<file path="src/rtl/monobit_stim_gen.sv">
// monobit_stim_gen
// Self-test stimulus generator for monobit_core. It streams a BLOCK_LEN-bit
// test block to the core one bit per consumption handshake. It then waits for
// the core's verdict and compares that verdict with its own reference monobit
// decision, which it computes from the bits it actually sent.
//
// Ports
//   clk, rst            : rising-edge clock, synchronous active-high reset
//   start, mode[1:0]    : start pulse (honoured in IDLE/DONE) and stream type
//                         00 LFSR, 01 all-ones, 10 alternating, 11 biased
//   epsilon_rsc_dat     : current stream bit to the core (0 outside SEND)
//   epsilon_triosy_lz   : core consumed the current bit this cycle
//   valid_rsc_dat       : core verdict valid
//   is_random_rsc_dat   : core verdict
//   busy / done         : run in progress / run finished
//   pass                : captured core verdict
//   expect_random       : reference verdict
//   mismatch            : pass differs from expect_random
//   timeout             : the core's verdict never arrived
//   ones_count          : ones sent in the current or last block
module monobit_stim_gen #(
    parameter int unsigned BLOCK_LEN = 128,
    parameter int unsigned THRESH    = 29,
    parameter logic [15:0] SEED      = 16'hACE1,
    parameter int unsigned TIMEOUT   = 1024
) (
    input  logic                           clk,
    input  logic                           rst,
    input  logic                           start,
    input  logic [1:0]                     mode,
    output logic                           epsilon_rsc_dat,
    input  logic                           epsilon_triosy_lz,
    input  logic                           valid_rsc_dat,
    input  logic                           is_random_rsc_dat,
    output logic                           busy,
    output logic                           done,
    output logic                           pass,
    output logic                           expect_random,
    output logic                           mismatch,
    output logic                           timeout,
    output logic [$clog2(BLOCK_LEN+1)-1:0] ones_count
);

    localparam int CW = $clog2(BLOCK_LEN + 1);
    localparam int SW = CW + 2;
    localparam int TW = (TIMEOUT > 1) ? $clog2(TIMEOUT) : 1;
    localparam logic [15:0] TAPS = 16'hB400;

    typedef enum logic [1:0] {S_IDLE, S_SEND, S_WAIT, S_DONE} state_t;

    state_t          state_q, state_d;
    logic [1:0]      mode_q, mode_d;
    logic [15:0]     lfsr_q, lfsr_d;
    logic [CW-1:0]   sent_cnt_q, sent_cnt_d;
    logic [CW-1:0]   ones_q, ones_d;
    logic [TW-1:0]   wait_cnt_q, wait_cnt_d;
    logic            pass_q, pass_d;
    logic            expect_q, expect_d;
    logic            mismatch_q, mismatch_d;
    logic            timeout_q, timeout_d;
    logic            bit_src;

    // Galois form, shifting right: the feedback bit leaving at [0] is XORed
    // into the tap positions.
    function automatic logic [15:0] lfsr_step(input logic [15:0] v);
        return (v >> 1) ^ (v[0] ? TAPS : 16'h0000);
    endfunction

    // Reference monobit test: S = 2*ones - BLOCK_LEN, random when |S| <= THRESH.
    // The widened signed form keeps S and -S representable.
    function automatic logic ref_random(input logic [CW-1:0] ones);
        logic signed [SW-1:0] s;
        s = $signed({1'b0, ones, 1'b0}) - $signed(SW'(BLOCK_LEN));
        if (s < 0) begin
            s = -s;
        end
        return (s <= $signed(SW'(THRESH)));
    endfunction

    // The bit is taken from registered state only, so it holds steady through
    // any number of stall cycles.
    always_comb begin
        bit_src = 1'b0;
        if (state_q == S_SEND) begin
            case (mode_q)
                2'b00:   bit_src = lfsr_q[0];
                2'b01:   bit_src = 1'b1;
                2'b10:   bit_src = ~sent_cnt_q[0];
                default: bit_src = lfsr_q[0] & lfsr_q[1];
            endcase
        end
    end

    always_comb begin
        state_d    = state_q;
        mode_d     = mode_q;
        lfsr_d     = lfsr_q;
        sent_cnt_d = sent_cnt_q;
        ones_d     = ones_q;
        wait_cnt_d = wait_cnt_q;
        pass_d     = pass_q;
        expect_d   = expect_q;
        mismatch_d = mismatch_q;
        timeout_d  = timeout_q;
        case (state_q)
            S_IDLE, S_DONE: begin
                if (start) begin
                    state_d    = S_SEND;
                    mode_d     = mode;
                    sent_cnt_d = '0;
                    ones_d     = '0;
                    pass_d     = 1'b0;
                    expect_d   = 1'b0;
                    mismatch_d = 1'b0;
                    timeout_d  = 1'b0;
                end
            end
            S_SEND: begin
                if (epsilon_triosy_lz) begin
                    ones_d     = ones_q + {{(CW-1){1'b0}}, bit_src};
                    sent_cnt_d = sent_cnt_q + {{(CW-1){1'b0}}, 1'b1};
                    lfsr_d     = lfsr_step(lfsr_q);
                    // The final accept already includes its own bit in ones_d,
                    // so the reference verdict is ready on WAIT entry.
                    if (sent_cnt_q == CW'(BLOCK_LEN - 1)) begin
                        state_d    = S_WAIT;
                        expect_d   = ref_random(ones_d);
                        wait_cnt_d = '0;
                    end
                end
            end
            S_WAIT: begin
                // A verdict arriving on the expiry cycle still counts.
                if (valid_rsc_dat) begin
                    pass_d     = is_random_rsc_dat;
                    mismatch_d = is_random_rsc_dat ^ expect_q;
                    state_d    = S_DONE;
                end else if (wait_cnt_q == TW'(TIMEOUT - 1)) begin
                    timeout_d  = 1'b1;
                    pass_d     = 1'b0;
                    mismatch_d = 1'b0;
                    state_d    = S_DONE;
                end else begin
                    wait_cnt_d = wait_cnt_q + {{(TW-1){1'b0}}, 1'b1};
                end
            end
            default: state_d = S_IDLE;
        endcase
    end

    always_ff @(posedge clk) begin
        if (rst) begin
            state_q    <= S_IDLE;
            mode_q     <= 2'b00;
            lfsr_q     <= SEED;
            sent_cnt_q <= '0;
            ones_q     <= '0;
            wait_cnt_q <= '0;
            pass_q     <= 1'b0;
            expect_q   <= 1'b0;
            mismatch_q <= 1'b0;
            timeout_q  <= 1'b0;
        end else begin
            state_q    <= state_d;
            mode_q     <= mode_d;
            lfsr_q     <= lfsr_d;
            sent_cnt_q <= sent_cnt_d;
            ones_q     <= ones_d;
            wait_cnt_q <= wait_cnt_d;
            pass_q     <= pass_d;
            expect_q   <= expect_d;
            mismatch_q <= mismatch_d;
            timeout_q  <= timeout_d;
        end
    end

    assign epsilon_rsc_dat = bit_src;
    assign busy            = (state_q == S_SEND) || (state_q == S_WAIT);
    assign done            = (state_q == S_DONE);
    assign pass            = pass_q;
    assign expect_random   = expect_q;
    assign mismatch        = mismatch_q;
    assign timeout         = timeout_q;
    assign ones_count      = ones_q;

endmodule

</file>
<file path="config.mk">
export PLATFORM = sky130hd
export DESIGN_NAME = monobit_stim_gen
export DESIGN_NICKNAME = d
export VERILOG_FILES = /design/src/rtl/monobit_stim_gen.sv
export SDC_FILE = /design/constraint.sdc
export NUM_CORES = 1
export LEC_CHECK = 0
export ABC_CLOCK_PERIOD_IN_PS = 8700
export CORE_MARGIN = 2
export CORE_UTILIZATION = 45
export CTS_BUF_LIST = sky130_fd_sc_hd__clkbuf_8
export DETAILED_ROUTE_END_ITERATION = 8
export RECOVER_POWER = 25
export SLEW_MARGIN = 15
export SYNTH_ARGS = -nofsm -noshare
export SYNTH_HDL_FRONTEND = slang
export SYNTH_SLANG_ARGS = --single-unit
</file>
<file path="constraint.sdc">
create_clock -name clk -period 8.7 [get_ports clk]
set_input_delay 1.74 -clock clk [delete_from_list [all_inputs] [get_ports clk]]
set_output_delay 1.74 -clock clk [all_outputs]
set_load 0.01 [all_outputs]
</file>
==> results of run 1 <==
==> cell type report <==
type	instances	area share, %
Sequential cell	50	32.1
Timing Repair Buffer	23	7.19
Multi-Input combinational cell	264	53.0
Clock buffer	6	2.65
Clock inverter	1	0.964
Inverter	9	1.08
Tap cell	75	3.01
==> layout by cell type (no fill, tap or decap), types with 9 or more instances in the layout <==
| cell | n |
|---|---|
| dfxtp_1 | 50 |
| o21ai_0 | 9 |
| nor2_1 | 40 |
| nand2_1 | 46 |
| nand3_1 | 15 |
| xor2_1 | 16 |
| clkdlybuf4s50_1 | 21 |
| a21oi_1 | 23 |
| xnor2_1 | 9 |
| nand4_1 | 9 |
| ha_1 | 11 |
| inv_1 | 9 |
==> through the flow <==
step / utilization, % / setup slack (ps) / hold WS, ps / instances
2_1_floorplan: - / 5690 / 432 / 342
3_3_place_gp: 50.5 / 5110 / 441 / 421
3_5_place_dp: 50.5 / 5070 / 445 / 421
4_1_cts: 52.4 / 4970 / 460 / 428
5_1_grt: 52.3 / 4380 / 487 / 428
6_report: 52.3 / 4660 / 456 / 428
==> layer usage <==
metal	up-vias	wire, um	global-route usage [%]
li1	1224	-	-
met1	1103	3020	25.8
met2	31	2620	29.7
met3	9	148	3.26
met4	0	88	5.90
met5	-	0	0
==> synthesized netlist by cell type (2+ instances only) <==
library cell | number | area [um2]
a21oi_1 | 23 | 115
and2_1 | 2 | 12.5
ha_1 | 11 | 138
a31oi_1 | 2 | 12.5
nor2_1 | 40 | 150
o21bai_1 | 2 | 15.0
o211ai_1 | 2 | 15.0
and3_1 | 7 | 43.8
nand3_1 | 15 | 75.1
dfxtp_1 | 50 | 1000
nor4_1 | 3 | 18.8
a41oi_1 | 3 | 26.3
a211oi_1 | 5 | 37.5
a31o_2 | 2 | 17.5
buf_2 | 5 | 25.0
nand4b_1 | 2 | 17.5
nand4_1 | 9 | 56.3
nor3_1 | 5 | 25.0
clkbuf_1 | 10 | 37.5
xor2_1 | 16 | 140
xnor2_1 | 9 | 78.8
nand2b_1 | 4 | 25.0
a221oi_1 | 3 | 26.3
nand2_1 | 46 | 173
o21ai_0 | 9 | 45.0
a211o_1 | 3 | 26.3
nand3b_1 | 7 | 52.6
buf_4 | 2 | 15.0
a22oi_1 | 3 | 22.5
and2b_1 | 2 | 15.0
inv_1 | 9 | 33.8
==> where the power goes <==
| part | internal, uW | leakage (uW) | switching [uW] |
|---|---|---|---|
| sequential | 251 | 0.000405 | 17.1 |
| combinational | 97.4 | 0.000698 | 152 |
| clock | 92.0 | 0.0000573 | 72.3 |
| total | 441 | 0.00116 | 241 |
==> worst paths after layout <==
check        slack, ps       endpoint  startpoint
min reg2reg        460      lfsr_q[3]   lfsr_q[4]
min                460      lfsr_q[3]   lfsr_q[4]
max reg2reg       5090  expect_random  state_q[1]
max               4660  expect_random         rst
==> registers in the layout, summed over array words and instances, names as in the netlist <==
register,count
expect_random,1
lfsr_q,16
mismatch,1
mode_q,2
ones_count,8
pass,1
sent_cnt_q,8
state_q,2
timeout,1
wait_cnt_q,10
==> cell families (layout without fill, tap and decap cells) <==
| group | Yosys count | after routing | share of synthesized area [%] |
|---|---|---|---|
| buffers and inverters | 28 | 39 | 4.94 |
| AO/OA/AOI/OAI | 70 | 70 | 17.2 |
| adder cells (fa/ha/maj) | 11 | 11 | 4.94 |
| XOR/XNOR | 26 | 26 | 8.44 |
| flip-flops | 50 | 50 | 35.9 |
| multiplexers | 3 | 3 | 1.17 |
| AND/OR/NAND/NOR | 154 | 154 | 27.4 |
==> worst max-delay path, cell delays in order <==
cell,delay (ps)
dlygate4sd3_1,520
clkbuf_1,1200
or3_4,330
nor2_1,40
a41oi_1,250
o31ai_2,100
==> flow_summary.ini, run 1 <==
[synth]
synthFlopType = dfxtp_1
syn_area_per_cell_um2 = 8.15
async_reset_ff_share_pct = 0
yosys_warnings = 0
synth_edf_count = 0
seq_area_frac_synth_pct = 35.9
synth_nets = 361
synth_cells = 342
synth_cell_types = 62
synth.cell_area_um2 = 2790
ys_ff_latch = 50

[place]
place_area_um2 = 3010
gp_congestion = 0.903
portBuffers = 22
hpwl_um = 4170

[cells_and_area]
num-fill-cells = 586
diodes = 0
area_delta_synth_final_pct = 11.7
final_area_um2 = 3110
drive_above_1_share_pct = 6.52
multiInputGateArea_um2 = 1650
nNetsFinal = 372
seq_area_um2 = 1000

[min_path]
holdPathStages = 2
hold_path.class = reg2reg

[worst_setup_path]
required_ps = 8870
end_kind = flop
critPathKind = in2reg
start_kind = primary input
cp_max_fo = 40
reg2reg_depth = 13
crit_arrival_ps = 4210

[drt]
vias_per_cell = 5.53
drc = 0
post_drt_wl_per_cell_um = 13.7
drtIter0Drc = 100
dr.pass1.iters = 4
antenna_left = 0
vias = 2367
wl_um = 5880

[cts]
post_cts_resized = 0
h-tree-depth = 2
holdBufCountCts = 0
cts_setup_buffers = 0
worstSkewPairLatency_ps = 300
clockBufferDepth = 2
cts_tree = done
cts_sinks = 50
cts_buffers = 5
clk_pin_slew_ps = 90
root_buffer = clkbuf_8

[sta]
fin_crit_ps = 4040
report.final.slew_viol_count = 41
tightestPinTransition_ps = 1690
post-route-period-util_pct = 46.4
fin_setup_tns_ps = 0
rsz0062_at_grt = no
relSlewSlack_pct = -12.6
finClkSkew_ps = 9.05
setup_viol = 0
fmax_ghz = 0.248
finalHoldViolations = 0

[floorplanning]
die_area_um2 = 6840
die_y_um = 82.7
row_count = 28
coreArea_um2 = 5960
fp.dieW_um = 82.7
io_pins = 23
start_util_pct = 46.8

[global_route]
grt_pass1_vias = 2170
grtUsageTotal_pct = 18.7
grt_max_degree = 41
antenna_found_initial = 0
grt_pass1_wl_um = 9960
overflow = 0

[pwr]
p_leak_uw = 0.00116
power_density_nw_per_um2 = 219
finalPower_uw = 682
irDropWorstVdd_uv = 144

[job]
maxCapViolCount = 1

[run_status]
violations = max-capacitance violations, max-slew violations
status = finished, violations left
No activity file was read; power rests on OpenSTA's default activity.
==> run 2, diff against run 1 <==
ABC_CLOCK_PERIOD_IN_PS = 3700   (was 8700)
PLACE_DENSITY = 0.67   (was default)
clock period = 3.7 ns   (was 8.7 ns; I/O delays follow)
==> run 2 against run 1 <==
  * The flow still finishes with violations (max-capacitance violations, max-slew violations)
  * Combinational power rose by 140%
  * Clock-buffer cell count fell by 1
  * Non-clock buffer count stayed put
  * Sequential cell count stayed put
  * Critical endpoint unchanged
  * Largest cell class unchanged
==> flow_summary.ini, run 2 (synthesis results as in run 1) <==
[cts]
cts_tree = done
h-tree-depth = 2
cts_sinks = 50
holdBufCountCts = 0
worstSkewPairLatency_ps = 300
clk_pin_slew_ps = 90
clockBufferDepth = 2
cts_buffers = 5
root_buffer = clkbuf_8

[global_route]
grt_max_degree = 40
antenna_found_initial = 0
grt_pass1_wl_um = 10100
grt_pass1_vias = 2157
grtUsageTotal_pct = 18.8
overflow = 0

[sta]
post-route-period-util_pct = 88.4
tightestPinTransition_ps = 1630
fin_setup_tns_ps = 0
fmax_ghz = 0.306
finalHoldViolations = 0
relSlewSlack_pct = -8.88
finClkSkew_ps = 5.46
report.final.slew_viol_count = 40
setup_viol = 0
fin_crit_ps = 3270
rsz0062_at_grt = no

[floorplanning]
start_util_pct = 46.8
fp.dieW_um = 82.7
row_count = 28
coreArea_um2 = 5960
die_area_um2 = 6840
die_y_um = 82.7
io_pins = 23

[cells_and_area]
num-fill-cells = 586
largest_reg_flops = 16
final_common_cell = dfxtp_1
nNetsFinal = 372
regMostFlops = lfsr_q
reg_top3 = lfsr_q: 16 flops, wait_cnt_q: 10 flops
diodes = 0
area_delta_synth_final_pct = 11.7
mostFrequentLayoutCells = dfxtp_1 (50), nand2_1 (46), nor2_1 (40)
final_util_pct = 52.3
drive_above_1_share_pct = 7.34

[drt]
antenna_left = 0
post_drt_wl_per_cell_um = 13.8
vias_per_cell = 5.45
dr.pass1.iters = 4
drc = 0
wl_um = 5930
drtIter0Drc = 108
vias = 2337

[pwr]
irDropWorstVdd_uv = 435
combPwrFrac_pct = 37.1
switching_power_uw = 583
power.clock.fraction_pct = 23.6
switching_share_pct = 36.3
p_leak_uw = 0.00116
intPower_uw = 1020
seqPwrFrac_pct = 39.2
power_density_nw_per_um2 = 515

[worst_setup_path]
reg2reg_depth = 13
endpoint = expect_random
start_kind = flop
timing.rr.end = expect_random
required_ps = 3930
end_kind = flop
r2r_start = state_q[1]
r2r_setup_slack_ps = 430
cp_max_fo = 10
crit_arrival_ps = 3500
crit_start = state_q[1]
critPathKind = reg2reg

[job]
maxCapViolCount = 1

[run_status]
violations = max-capacitance violations, max-slew violations
status = finished, violations left

[min_path]
hold_path.class = reg2reg

[place]
gp_congestion = 0.924
hpwl_um = 4110
portBuffers = 22
==> run 2: cell count changes in the layout (fill, tap and decap cells not counted) <==
cell	before	now
and3_1	7	6
clkinv_2	0	2
ha_2	0	1
clkbuf_8	6	5
and3_2	1	2
ha_1	11	10
==> run 2: critical path, stage by stage (launching register included) <==
cell      delay (ps)
dfxtp_1          330
inv_1            110
ha_2             290
nor2b_1          230
ha_1             310
ha_1             320
and3_2           300
nand3_1          110
xor2_1           210
ha_1             320
nor4_1           110
a221oi_2         240
nand4_1          140
o31ai_2          180
==> run 2: power groups by stage <==
| stage | combinational [uW] | clock [uW] | sequential [uW] |
|---|---|---|---|
| floorplan | 451 | 0 | 631 |
| global route | 659 | 412 | 639 |
| global placement | 588 | 0 | 639 |
| finish | 596 | 379 | 629 |
| detailed placement | 589 | 0 | 641 |
| CTS | 595 | 388 | 629 |
==> run 2: worst min-delay path by stage <==
stage               start         to  cells past startpoint
2_1_floorplan   lfsr_q[3]  lfsr_q[2]                      2
3_3_place_gp    lfsr_q[9]  lfsr_q[8]                      2
3_5_place_dp    lfsr_q[9]  lfsr_q[8]                      2
4_1_cts         lfsr_q[9]  lfsr_q[8]                      2
5_1_grt         lfsr_q[8]  lfsr_q[8]                      2
6_report       lfsr_q[10]  lfsr_q[9]                      2
==> run 2: per-stage QoR <==
stage	hold WS, ps	power [uW]	setup slack [ps]	cell area, um2	instances
after floorplan	432	1080	690	2790	342
after global placement	443	1230	466	3010	421
after detailed placement	446	1230	302	3010	421
after CTS	459	1610	279	3110	429
after global routing	480	1710	30.7	3110	429
final	452	1600	429	3110	429
==> run 2: area by class of cell <==
| cell class | instances | area, um2 | area share [%] |
|---|---|---|---|
| well taps | 75 | 93.8 | 3.01 |
| flip-flops and latches | 50 | 1000 | 32.1 |
| multi-input cells | 264 | 1650 | 53.1 |
| inverters | 9 | 33.8 | 1.08 |
| repair buffers | 23 | 224 | 7.19 |
| clock inverters | 3 | 40.0 | 1.29 |
| clock buffers | 5 | 68.8 | 2.21 |
==> run 2: repair_timing <==
item                                   CTS  global route
resized for setup                        0             2
setup endpoints to repair                0             1
endpoints found under the hold margin    0             0
buffers inserted                         0             0
==> run 2: per-layer routing <==
metal / GRT usage, % / part of all wire (%)
met1: 25.8 / 49
met2: 29.7 / 46
met3: 3.26 / 3.2
met4: 6.89 / 1.5
met5: 0 / 0
